`config.mk`:
```
export PLATFORM = sky130hd
export DESIGN_NAME = cond_unit_flat
export DESIGN_NICKNAME = d
export VERILOG_FILES = /design/src/rtl/cond_unit_if.sv /design/src/rtl/cond_unit.sv /design/src/flat_wrapper.sv
export SDC_FILE = /design/constraint.sdc
export NUM_CORES = 1
export LEC_CHECK = 0
export CAP_MARGIN = 0
export CORE_ASPECT_RATIO = 1.4
export CORE_UTILIZATION = 35
export CTS_BUF_LIST = sky130_fd_sc_hd__clkbuf_2 sky130_fd_sc_hd__clkbuf_4 sky130_fd_sc_hd__clkbuf_8
export DETAILED_ROUTE_END_ITERATION = 10
export PLACE_DENSITY = 0.62
export SYNTH_ARGS = -nofsm -noshare
export SYNTH_HDL_FRONTEND = slang
export SYNTH_SLANG_ARGS = --single-unit
export TNS_END_PERCENT = 10
```
`constraint.sdc`:
```
create_clock -name clk -period 2.84 [get_ports clk]
set_input_delay 0.284 -clock clk [delete_from_list [all_inputs] [get_ports clk]]
set_output_delay 0.284 -clock clk [all_outputs]
set_load 0.02 [all_outputs]
```
`src/rtl/cond_unit_if.sv`:
```
// cond_unit bundle: decoder and ALU inputs, gated write enables,
// architectural flags and debug counters.
interface cond_unit_if #(parameter int CNT_W = 32);
    logic [3:0]       Cond;
    logic [3:0]       ALUFlags;
    logic [1:0]       FlagW;
    logic             PCS;
    logic             RegW;
    logic             MemW;
    logic             NoWrite;
    logic             Stall;
    logic             CntClr;
    logic             CondEx;
    logic             PCSrc;
    logic             RegWrite;
    logic             MemWrite;
    logic [3:0]       Flags;
    logic [CNT_W-1:0] ExecCount;
    logic [CNT_W-1:0] SkipCount;
    logic             UndefSeen;

    modport master (
        output Cond, ALUFlags, FlagW, PCS, RegW, MemW,
        output NoWrite, Stall, CntClr,
        input  CondEx, PCSrc, RegWrite, MemWrite,
        input  Flags, ExecCount, SkipCount, UndefSeen
    );

    modport slave (
        input  Cond, ALUFlags, FlagW, PCS, RegW, MemW,
        input  NoWrite, Stall, CntClr,
        output CondEx, PCSrc, RegWrite, MemWrite,
        output Flags, ExecCount, SkipCount, UndefSeen
    );
endinterface

```
`src/rtl/cond_unit.sv`:
```
// ARM conditional-execution stage: NZCV register, condition check,
// write-enable gating and saturating exec/skip debug counters.
module cond_unit #(
    parameter int CNT_W = 32
) (
    input logic        clk,
    input logic        reset,
    cond_unit_if.slave bus
);
    localparam logic [CNT_W-1:0] CMAX = '1;

    logic [3:0]       flags_q;
    logic [CNT_W-1:0] exec_q;
    logic [CNT_W-1:0] skip_q;
    logic             undef_q;
    logic             condex;
    logic             n, z, c, v;

    assign {n, z, c, v} = flags_q;

    always_comb begin
        condex = 1'b0;
        unique case (bus.Cond)
            4'b0000: condex = z;
            4'b0001: condex = ~z;
            4'b0010: condex = c;
            4'b0011: condex = ~c;
            4'b0100: condex = n;
            4'b0101: condex = ~n;
            4'b0110: condex = v;
            4'b0111: condex = ~v;
            4'b1000: condex = c & ~z;
            4'b1001: condex = ~c | z;
            4'b1010: condex = (n == v);
            4'b1011: condex = (n != v);
            4'b1100: condex = ~z & (n == v);
            4'b1101: condex = z | (n != v);
            4'b1110: condex = 1'b1;
            4'b1111: condex = 1'b0;
        endcase
    end

    assign bus.CondEx    = condex;
    assign bus.PCSrc     = bus.PCS & condex & ~bus.Stall;
    assign bus.RegWrite  = bus.RegW & condex & ~bus.NoWrite & ~bus.Stall;
    assign bus.MemWrite  = bus.MemW & condex & ~bus.Stall;
    assign bus.Flags     = flags_q;
    assign bus.ExecCount = exec_q;
    assign bus.SkipCount = skip_q;
    assign bus.UndefSeen = undef_q;

    // Flags see the old value this cycle; the update lands for the next one.
    always_ff @(posedge clk or negedge reset) begin
        if (!reset) begin
            flags_q <= 4'b0000;
        end else if (!bus.Stall && condex) begin
            if (bus.FlagW[1]) flags_q[3:2] <= bus.ALUFlags[3:2];
            if (bus.FlagW[0]) flags_q[1:0] <= bus.ALUFlags[1:0];
        end
    end

    // Clear takes priority over a stall and over any increment.
    always_ff @(posedge clk or negedge reset) begin
        if (!reset) begin
            exec_q  <= '0;
            skip_q  <= '0;
            undef_q <= 1'b0;
        end else if (bus.CntClr) begin
            exec_q  <= '0;
            skip_q  <= '0;
            undef_q <= 1'b0;
        end else if (!bus.Stall) begin
            if (condex && exec_q != CMAX)
                exec_q <= exec_q + CNT_W'(1);
            if (!condex && skip_q != CMAX)
                skip_q <= skip_q + CNT_W'(1);
            if (bus.Cond == 4'b1111)
                undef_q <= 1'b1;
        end
    end
endmodule

```
`src/flat_wrapper.sv`:
```
// flat-port wrapper written by rule: the top's interface ports become plain ports
module cond_unit_flat 
#(
    parameter int CNT_W = 32
)
  (clk, reset, bus_Cond, bus_ALUFlags, bus_FlagW, bus_PCS, bus_RegW, bus_MemW, bus_NoWrite, bus_Stall, bus_CntClr, bus_CondEx, bus_PCSrc, bus_RegWrite, bus_MemWrite, bus_Flags, bus_ExecCount, bus_SkipCount, bus_UndefSeen);
  cond_unit_if #(.CNT_W(CNT_W)) bus_i ();
  input logic clk;
  input logic reset;
  input wire logic [$bits(bus_i.Cond)-1:0] bus_Cond;
  input wire logic [$bits(bus_i.ALUFlags)-1:0] bus_ALUFlags;
  input wire logic [$bits(bus_i.FlagW)-1:0] bus_FlagW;
  input wire logic [$bits(bus_i.PCS)-1:0] bus_PCS;
  input wire logic [$bits(bus_i.RegW)-1:0] bus_RegW;
  input wire logic [$bits(bus_i.MemW)-1:0] bus_MemW;
  input wire logic [$bits(bus_i.NoWrite)-1:0] bus_NoWrite;
  input wire logic [$bits(bus_i.Stall)-1:0] bus_Stall;
  input wire logic [$bits(bus_i.CntClr)-1:0] bus_CntClr;
  output wire logic [$bits(bus_i.CondEx)-1:0] bus_CondEx;
  output wire logic [$bits(bus_i.PCSrc)-1:0] bus_PCSrc;
  output wire logic [$bits(bus_i.RegWrite)-1:0] bus_RegWrite;
  output wire logic [$bits(bus_i.MemWrite)-1:0] bus_MemWrite;
  output wire logic [$bits(bus_i.Flags)-1:0] bus_Flags;
  output wire logic [$bits(bus_i.ExecCount)-1:0] bus_ExecCount;
  output wire logic [$bits(bus_i.SkipCount)-1:0] bus_SkipCount;
  output wire logic [$bits(bus_i.UndefSeen)-1:0] bus_UndefSeen;
  assign bus_i.Cond = bus_Cond;
  assign bus_i.ALUFlags = bus_ALUFlags;
  assign bus_i.FlagW = bus_FlagW;
  assign bus_i.PCS = bus_PCS;
  assign bus_i.RegW = bus_RegW;
  assign bus_i.MemW = bus_MemW;
  assign bus_i.NoWrite = bus_NoWrite;
  assign bus_i.Stall = bus_Stall;
  assign bus_i.CntClr = bus_CntClr;
  assign bus_CondEx = bus_i.CondEx;
  assign bus_PCSrc = bus_i.PCSrc;
  assign bus_RegWrite = bus_i.RegWrite;
  assign bus_MemWrite = bus_i.MemWrite;
  assign bus_Flags = bus_i.Flags;
  assign bus_ExecCount = bus_i.ExecCount;
  assign bus_SkipCount = bus_i.SkipCount;
  assign bus_UndefSeen = bus_i.UndefSeen;
  cond_unit #(.CNT_W(CNT_W)) u_core (.clk(clk), .reset(reset), .bus(bus_i));
endmodule
```
==> impl_summary.md, run 1 <==
Power
Of the total power, the clock network draws 0.318. The sequential fraction of design power is 0.419. The total power is 2.60 mW. The switching part of the total is 0.326. For this design the static power due to leakage is 2.10 nW. The net switching power is 0.846 mW. The power per standard cell area is 454 nW/um^2. The internal power is 1.75 mW. The combinational cell fraction of total power is 0.263. The worst-case IR drop observed on VDD is 0.000289 V.

Layout
The final layout contains 612 nets. Measured on the finished design, the core utilization comes to 0.477. Counting the fill cells in the layout gives 1,176. The number of antenna diodes in the final layout is 0. The combined flip-flop and latch cell area is 1730 um^2.

In the final layout, the share of cells above drive strength 1 is 0.124. The area occupied by multi-input gates is 2410 um^2. Compared with the post-synthesis result, the final layout area differs by 31.2%.

Timing
The number of hold-slack violations in the final timing report is 0. The final critical delay including setup and external delays is 2630 ps. In this run the tightest slew margin relative to its limit is 0.421. Of the available clock period, the critical path in the final layout requires 0.927. The pin slew with the least headroom to its limit is 868 ps.

On the final layout, the worst hold slack is 41.8 ps. The worst-case clock skew is 8.59 ps. Setup repair after global routing left no endpoint under its margin. The highest achievable clock rate is 0.380 GHz. For the final routed database, the setup TNS stands at 0 ps. Setup violations remaining at the end of the flow were counted as 0. The final max-slew violation count is 0.

Critical path
Traced cell by cell, the critical path runs through clkdlybuf4s50_1, nand2_1, nor4b_1, o21a_1, nor4_4, nor3_1, and3b_1, dlygate4sd2_1. The signal arrival time at the worst endpoint is 2350 ps. The largest delay contributor family on the critical path is buffers and inverters. The type of the worst setup path is primary input to primary output. The highest net fanout along the worst path is 7.

The slowest cell on the critical path is clkdlybuf4s50_1. The setup check on the worst reg-to-reg path leaves a slack of 270 ps. The startpoint of the worst-slack reg-to-reg timing path is u_core.bus.ExecCount[2].

The critical path contains buffers and inverters numbering 2 combined. The maximum cell stage delay along the critical path is 620 ps. The start point of the critical path is bus_Cond[3]. Data on the critical path is required at its endpoint by 2560 ps. The worst setup path is launched from a primary input. The type of element capturing the critical path is a primary output.

Synthesis
The fraction of post-synthesis cell area in the top cell type by area is 0.396. A synthesized cell averages 8.85 um^2. Synthesis produced 493 cells.

The biggest area contributor in the post-synthesis netlist is dfrtp_1. The net count after synthesis is 513. For this run, asynchronously set or reset flops after synthesis account for 1.00. The total of flip-flops plus latches after synthesis is 69.

Yosys mapped the design onto 60 distinct sky130hd cell types. Yosys attributes the largest share of cell area to dfrtp_1 (40%), a21oi_1 (5.7%), or4_1 (4.3%). The Yosys step of the flow raised 0 warnings. The post-synth design cell area is 4360 um^2. The most used flip-flop cell after synthesis is dfrtp_1.

The share of the yosys chip area belonging to registers is 0.396. Yosys mapped a number of flops with a built-in enable equal to 0.

Drt
The average routed wire per standard cell is 17.2 um. The total via count in the routed design is 4,363. For this block, the routed nets add up to 12,800 um of wire. Once detail routing completed, the nets flagged for antenna violations numbered 0. The number of DRC markers after the initial detailed-route iteration is 241.

The pre-antenna-repair detailed-routing pass consisted of 4 iterations. After detailed routing, the number of vias per cell comes to 5.87. For this run, design rule violations remaining after detail routing come to 0.

Global routing
The initial antenna violation count is 0. Entering global routing, the biggest net connects 62 pins. The number of global-route vias before repair is 4,250. The global-route wire length before repair is 20,800 um. The sum of overflow across all layers after global routing is 0. The total routing resource utilization after global routing is 0.208.

CTS
The total clock buffers created by CTS is 9. In this run the deepest clock path goes through 2 buffers. The TritonCTS clock tree is built.

The count of H-tree levels built during CTS is 3. The total clock sinks is 69. For the worst-skew pair, the clock arrives at the later sink with an insertion delay of 350 ps.

In this run, post-CTS hold repair placed 0 buffers. Clock-pin slew was measured on the worst setup and hold paths at 80 ps. The cell at the root of the clock tree is clkbuf_8.

Die
The floorplan row count is 47. In this run the count of I/O pins placed on the die edge is 91. The area enclosed by the die boundary is 12,900 um^2. The initial utilization of the core area, before any placement, comes to 0.364. After floorplanning, the core was sized to cover 12,000 um^2. The horizontal die dimension is 96.4 um.

The floorplan step set the die height to 134 um.

Place
The number of I/O port buffers is 90. The routability-driven placement congestion ratio is 0.828. After legalization and detailed placement, the total HPWL measured 9110 um.

Run
The reported max-cap violation count is 0.

Worst hold path
The class of the tightest hold or removal check is primary input to asynchronous set/reset pin.

Status
The flow ran to the end, and the final reports show no timing, DRC or antenna violations.
## placed cells by master, fill, tap and decap left out, types with 3 or more instances in the layout
cell,instances
nor3_1,12
buf_4,29
or4_1,25
nor2_1,29
o21ai_0,24
mux2_2,11
nor4_1,6
and2_1,5
nand3_1,30
nor2b_1,8
mux2i_1,3
clkbuf_8,14
and3_1,5
clkdlybuf4s50_1,84
a21oi_1,50
nor4b_1,5
o41ai_1,5
nand2_1,34
or2_2,4
and4_1,9
buf_12,3
o31ai_1,23
dlygate4sd2_1,4
inv_1,10
dfrtp_1,69
or3_1,25
nand4_1,22
## kinds of logic (layout without fill, tap and decap cells)
kind of cell    after synthesis  in the layout  share of synthesized area
xor+xnor                      2              2                    0.00402
simple gates                236            236                      0.324
buf+inv                      45            148                     0.0519
fa+ha+maj                     2              2                    0.00573
flops                        69             69                      0.396
mux                          16             16                     0.0404
compound gates              123            123                      0.178
## per-stage QoR
stage | setup WS, ps | std cells | area (um^2)
6_report | 207 | 743 | 5730
5_1_grt | 43.2 | 743 | 5730
4_1_cts | 182 | 743 | 5730
3_5_place_dp | -59.6 | 728 | 5530
3_3_place_gp | -49.2 | 728 | 5530
2_1_floorplan | 413 | 493 | 4360
## worst paths after layout
check / endpoint / cells past startpoint
worst min register to register: u_core.bus.UndefSeen / 2
max in group asynchronous: u_core.bus.ExecCount[27] / 2
worst min-delay path: u_core.bus.SkipCount[8] / 1
worst max-delay path: bus_RegWrite / 8
worst max register to register: u_core.bus.ExecCount[27] / 7
min in group clk: u_core.bus.UndefSeen / 2
## sequential cells by signal (all words and copies together), names as in the netlist
signal	count
u_core.bus.ExecCount	32
u_core.bus.SkipCount	32
u_core.bus.UndefSeen	1
u_core.bus.Flags	4
## layer usage
| layer | part of all wire | up-vias | GRT usage | routed length, um |
|---|---|---|---|---|
| li1 | - | 2097 | - | - |
| met1 | 0.42 | 2125 | 0.248 | 5350 |
| met2 | 0.52 | 120 | 0.362 | 6690 |
| met3 | 0.037 | 21 | 0.0283 | 479 |
| met4 | 0.023 | 0 | 0.0980 | 291 |
| met5 | 0 | - | 0 | 0 |
## timing repair
item,CTS,global route
gates resized for setup,4,0
setup endpoints to repair,4,0
buffers inserted,0,0
## final cells by class
class / instances / area share
tap: 147 / 0.0321
sequential: 69 / 0.302
timing repair buffer: 122 / 0.203
inverter: 11 / 0.00721
multi-input combinational: 379 / 0.421
clock buffer: 15 / 0.0350
## cell usage after synthesis (2+ instances only)
| cell type | instances |
|---|---|
| nor3_1 | 12 |
| clkbuf_1 | 18 |
| buf_4 | 5 |
| or3_1 | 25 |
| o311ai_0 | 2 |
| nand4b_1 | 2 |
| a21oi_1 | 50 |
| nor2_1 | 29 |
| inv_1 | 10 |
| nand3_1 | 30 |
| a311o_1 | 2 |
| nor2b_1 | 8 |
| or2_2 | 4 |
| o41ai_1 | 5 |
| o21ai_0 | 24 |
| nand4_1 | 22 |
| buf_6 | 4 |
| o21a_1 | 2 |
| and3_1 | 5 |
| and4b_1 | 2 |
| ha_1 | 2 |
| or4bb_1 | 2 |
| nor4b_1 | 5 |
| and4_1 | 9 |
| o31ai_1 | 23 |
| or4_1 | 25 |
| buf_2 | 7 |
| nor3b_1 | 2 |
| mux2_1 | 2 |
| a41o_1 | 2 |
| mux2i_1 | 3 |
| and2_1 | 5 |
| mux2_2 | 11 |
| nand2_1 | 34 |
| nor4_1 | 6 |
| nor4_4 | 2 |
| dfrtp_1 | 69 |
## power by group through the flow
stage | clock network [mW] | logic [mW] | registers (mW)
2_1_floorplan | 0 | 0.374 | 1.14
3_3_place_gp | 0 | 0.679 | 1.11
3_5_place_dp | 0 | 0.690 | 1.11
4_1_cts | 0.845 | 0.684 | 1.09
5_1_grt | 0.895 | 0.734 | 1.10
6_report | 0.826 | 0.682 | 1.09
## worst register-to-register path: cells and delay by family, from the launching register on
| family | cells | cell delay [ps] |
|---|---|---|
| AO/OA/AOI/OAI | 2 | 570 |
| AND/OR/NAND/NOR | 3 | 1240 |
| flip-flops | 1 | 450 |
| buffers and inverters | 2 | 240 |
Power figures use the tool's default switching activity.
==> inputs of run 2 (changes only) <==
Settings changed: CTS_BUF_LIST sky130_fd_sc_hd__clkbuf_2 sky130_fd_sc_hd__clkbuf_4 sky130_fd_sc_hd__clkbuf_8 to sky130_fd_sc_hd__clkbuf_8.
==> run 2 against run 1 <==
Global-route usage unchanged. Utilization hardly changed. Clock-buffer cell count fell by 1. Combinational power hardly changed. Via count is 0.14% higher. Non-clock buffer count did not move. Die area did not move. Sequential share of layout area about the same. Critical path type unchanged. Largest cell class unchanged.
==> impl_summary.md, run 2 (synthesis results as in run 1) <==
Status
The flow ran to the end, and the final reports show no timing, DRC or antenna violations.

Timing
Setup repair after global routing left no endpoint under its margin. The pin slew with the least headroom to its limit was 868 ps (-0.791 ps). The number of hold-slack violations in the final timing report is 0 (unchanged). The tightest hold margin is 43.2 ps (+1.46 ps).

The number of failing setup endpoints in the final timing report came to 0 (unchanged). The highest achievable clock rate is 0.380 GHz (about the same). The total negative slack for setup checks was 0 ps (unchanged). The final critical delay including setup and external delays is 2630 ps (-0.157 ps). The worst-case clock skew is 8.23 ps (-0.361 ps).

The final max-slew violation count is 0 (unchanged). The headroom to the max-slew limit is 0.422 (+0.000527). The portion of the clock cycle consumed by the worst path in the final layout came to 0.927 (about the same).

Power
The combinational cell fraction of total power is 0.264 (about the same). The internal power is 1.74 mW (-0.74%). The leakage component of the power came to 2.10 nW (about the same).

The clock share of power came to 0.314 (-0.004). The switching part of the total is 0.327 (+0.00173). The maximum resistive drop on vdd is 0.000290 V (+0.24%).

The power per standard cell area is 452 nW/um^2 (-0.42%). The total power came to 2.58 mW (-0.49%). The sequential fraction of design power is 0.422 (+0.003). The net switching power came to 0.846 mW (about the same).

Critical path
Tracing the worst setup path back leads to its startpoint at bus_Cond[3]. The kind of cell with the highest combined delay along the critical path is buffers and inverters. The count of cells along the worst register-to-register path is 7 (unchanged).

The worst register-to-register path begins at u_core.bus.ExecCount[2]. The buffer and inverter count on the worst path is 2 (unchanged). The type of the worst setup path is primary input to primary output. The required time at the worst-slack endpoint is 2560 ps (about the same).

The worst reg-to-reg setup slack is 260 ps (about the same). The maximum cell stage delay along the critical path is 620 ps (about the same). The type of origin of the critical path is a primary input. The type of element capturing the critical path is a primary output.

The highest net fanout along the worst path is 7 (unchanged). The signal arrival time at the worst endpoint is 2350 ps (about the same). The slowest cell on the critical path is clkdlybuf4s50_1. The endpoint identified for the worst register-to-register timing path is u_core.bus.ExecCount[27]. Traced cell by cell, the critical path runs through clkdlybuf4s50_1, nand2_1, nor4b_1, o21a_1, nor4_4, nor3_1, and3b_1, dlygate4sd2_1.

Layout
The number of fillers in the final layout is 1,176 (unchanged). The share of post-route cells with drive strength above 1 was 0.122 (-0.00168). Leaving out fill and tap cells, the most frequent cells in the layout are clkdlybuf4s50_1 (84), dfrtp_1 (69), a21oi_1 (50). The layout-stage area growth over the synthesis result is 31.1% (about the same). The area occupied by multi-input gates was 2410 um^2 (unchanged). The most common library cell in the layout ignoring fill and taps is clkdlybuf4s50_1. The combined flip-flop and latch cell area came to 1730 um^2 (unchanged). The non-filler instance count after layout is 743 (unchanged). The layout net count is 612 (unchanged). The count of inserted antenna diode cells is 0 (unchanged).

Die
The area inside the core boundary came to 12,000 um^2 (unchanged). The effective utilization at floorplan came to 0.364 (unchanged). The die span in y is 134 um (unchanged). The I/O pin count is 91 (unchanged). The floorplan row count is 47 (unchanged). The horizontal die dimension came to 96.4 um (unchanged).

The area enclosed by the die boundary was 12,900 um^2 (unchanged).

Global routing
The global-route met3 utilization is 0.0283 (unchanged). After global routing, the most crowded layer is met2. The global-route wire length before repair is 20,800 um (unchanged). The initial antenna violation count came to 0 (unchanged). The met1 track demand over resource in global routing is 0.248 (unchanged).

The total routing resource utilization after global routing is 0.208 (unchanged). The sum of overflow across all layers after global routing is 0 (unchanged). The routing usage on met2 is 0.362 (unchanged).

The pin count of the biggest net entering global routing is 62 (unchanged). The number of global-route vias before repair is 4,250 (unchanged).

CTS
The root buffer cell chosen for the clock tree is clkbuf_8. The number of setup buffers added after CTS is 0 (unchanged). The total clock sinks was 69 (unchanged).

The quantity of hold-fixing buffers added after cts is 0 (unchanged). The largest buffer count on any clock path is 2 (unchanged). The total clock buffers created by CTS is 9 (unchanged). The clock latency reported for the late side of the worst-skew pair is 350 ps (about the same). The count of H-tree levels built during CTS came to 3 (unchanged). The register clock-pin slew on the reported worst setup and hold paths came to 80 ps (about the same). TritonCTS built the clock tree.

Drt
The total via count in the routed design is 4,369 (+0.14%). The average routed wire per standard cell is 17.3 um (+0.10%). The DRC violations left is 0 (unchanged). The post-detailed-route via-to-cell ratio came to 5.88 (+0.14%).

The number of DRC markers after the initial detailed-route iteration came to 241 (unchanged). The length of the first detailed-routing pass in iterations is 5 (+1). The final antenna-violating net count is 0 (unchanged). The post-detailed-routing wire length is 12,800 um (+0.10%).

Place
The routability-driven placement congestion ratio is 0.828 (unchanged). The number of cells after detailed placement was 728 (unchanged). The HPWL after detailed placement is 9110 um (unchanged). The number of I/O port buffers is 90 (unchanged).

Worst hold path
The class of the tightest hold or removal check is primary input to asynchronous set/reset pin.

Run
The reported max-cap violation count is 0 (unchanged).
==> run 2: worst register-to-register path, delay by kind of cell, from the launching register on <==
| family | cells | cell delay, ps |
|---|---|---|
| buffers and inverters | 2 | 240 |
| DFF | 1 | 450 |
| AOI/OAI and AO/OA | 2 | 570 |
| and+or+nand+nor | 3 | 1230 |
==> run 2: metrics by stage <==
stage | utilization | area (um^2) | worst slack, ps
2_1_floorplan | - | 4360 | 413
3_3_place_gp | 0.461 | 5530 | -49.2
5_1_grt | 0.477 | 5720 | 43.2
6_report | 0.477 | 5720 | 207
4_1_cts | 0.477 | 5720 | 182
3_5_place_dp | 0.461 | 5530 | -59.6
==> run 2: power by group through the flow <==
stage | sequential, mW | combinational, mW | clock (mW)
after floorplan | 1.14 | 0.374 | 0
after global placement | 1.11 | 0.679 | 0
after detailed placement | 1.11 | 0.690 | 0
after CTS | 1.09 | 0.684 | 0.832
after global routing | 1.10 | 0.734 | 0.882
final | 1.09 | 0.683 | 0.812
==> run 2: layer usage <==
layer	wire length (um)	part of all wire
met1	5380	0.42
met2	6710	0.52
met3	463	0.036
met4	266	0.021
met5	0	0
==> run 2: what timing repair did <==
action / 4_1_cts / 5_1_grt
endpoints found under the setup margin: 4 / 0
resized for setup: 4 / 0
hold endpoints to repair: 0 / 0
==> run 2: area by class of cell <==
type                    count  share of cell area
clock inverters             1            0.000656
repair buffers            122               0.203
inverters                  11             0.00722
flip-flops and latches     69               0.302
well taps                 147              0.0321
multi-input cells         379               0.421
clock buffers              14              0.0337
==> run 2: worst max path at each step <==
stage               cells past startpoint  slack, ps                  endpoint
floorplan                               8        410              bus_RegWrite
global placement                        9        -50  u_core.bus.SkipCount[17]
detailed placement                      9        -60  u_core.bus.SkipCount[31]
CTS                                     7        180              bus_RegWrite
global route                            8         40              bus_RegWrite
finish                                  8        210              bus_RegWrite
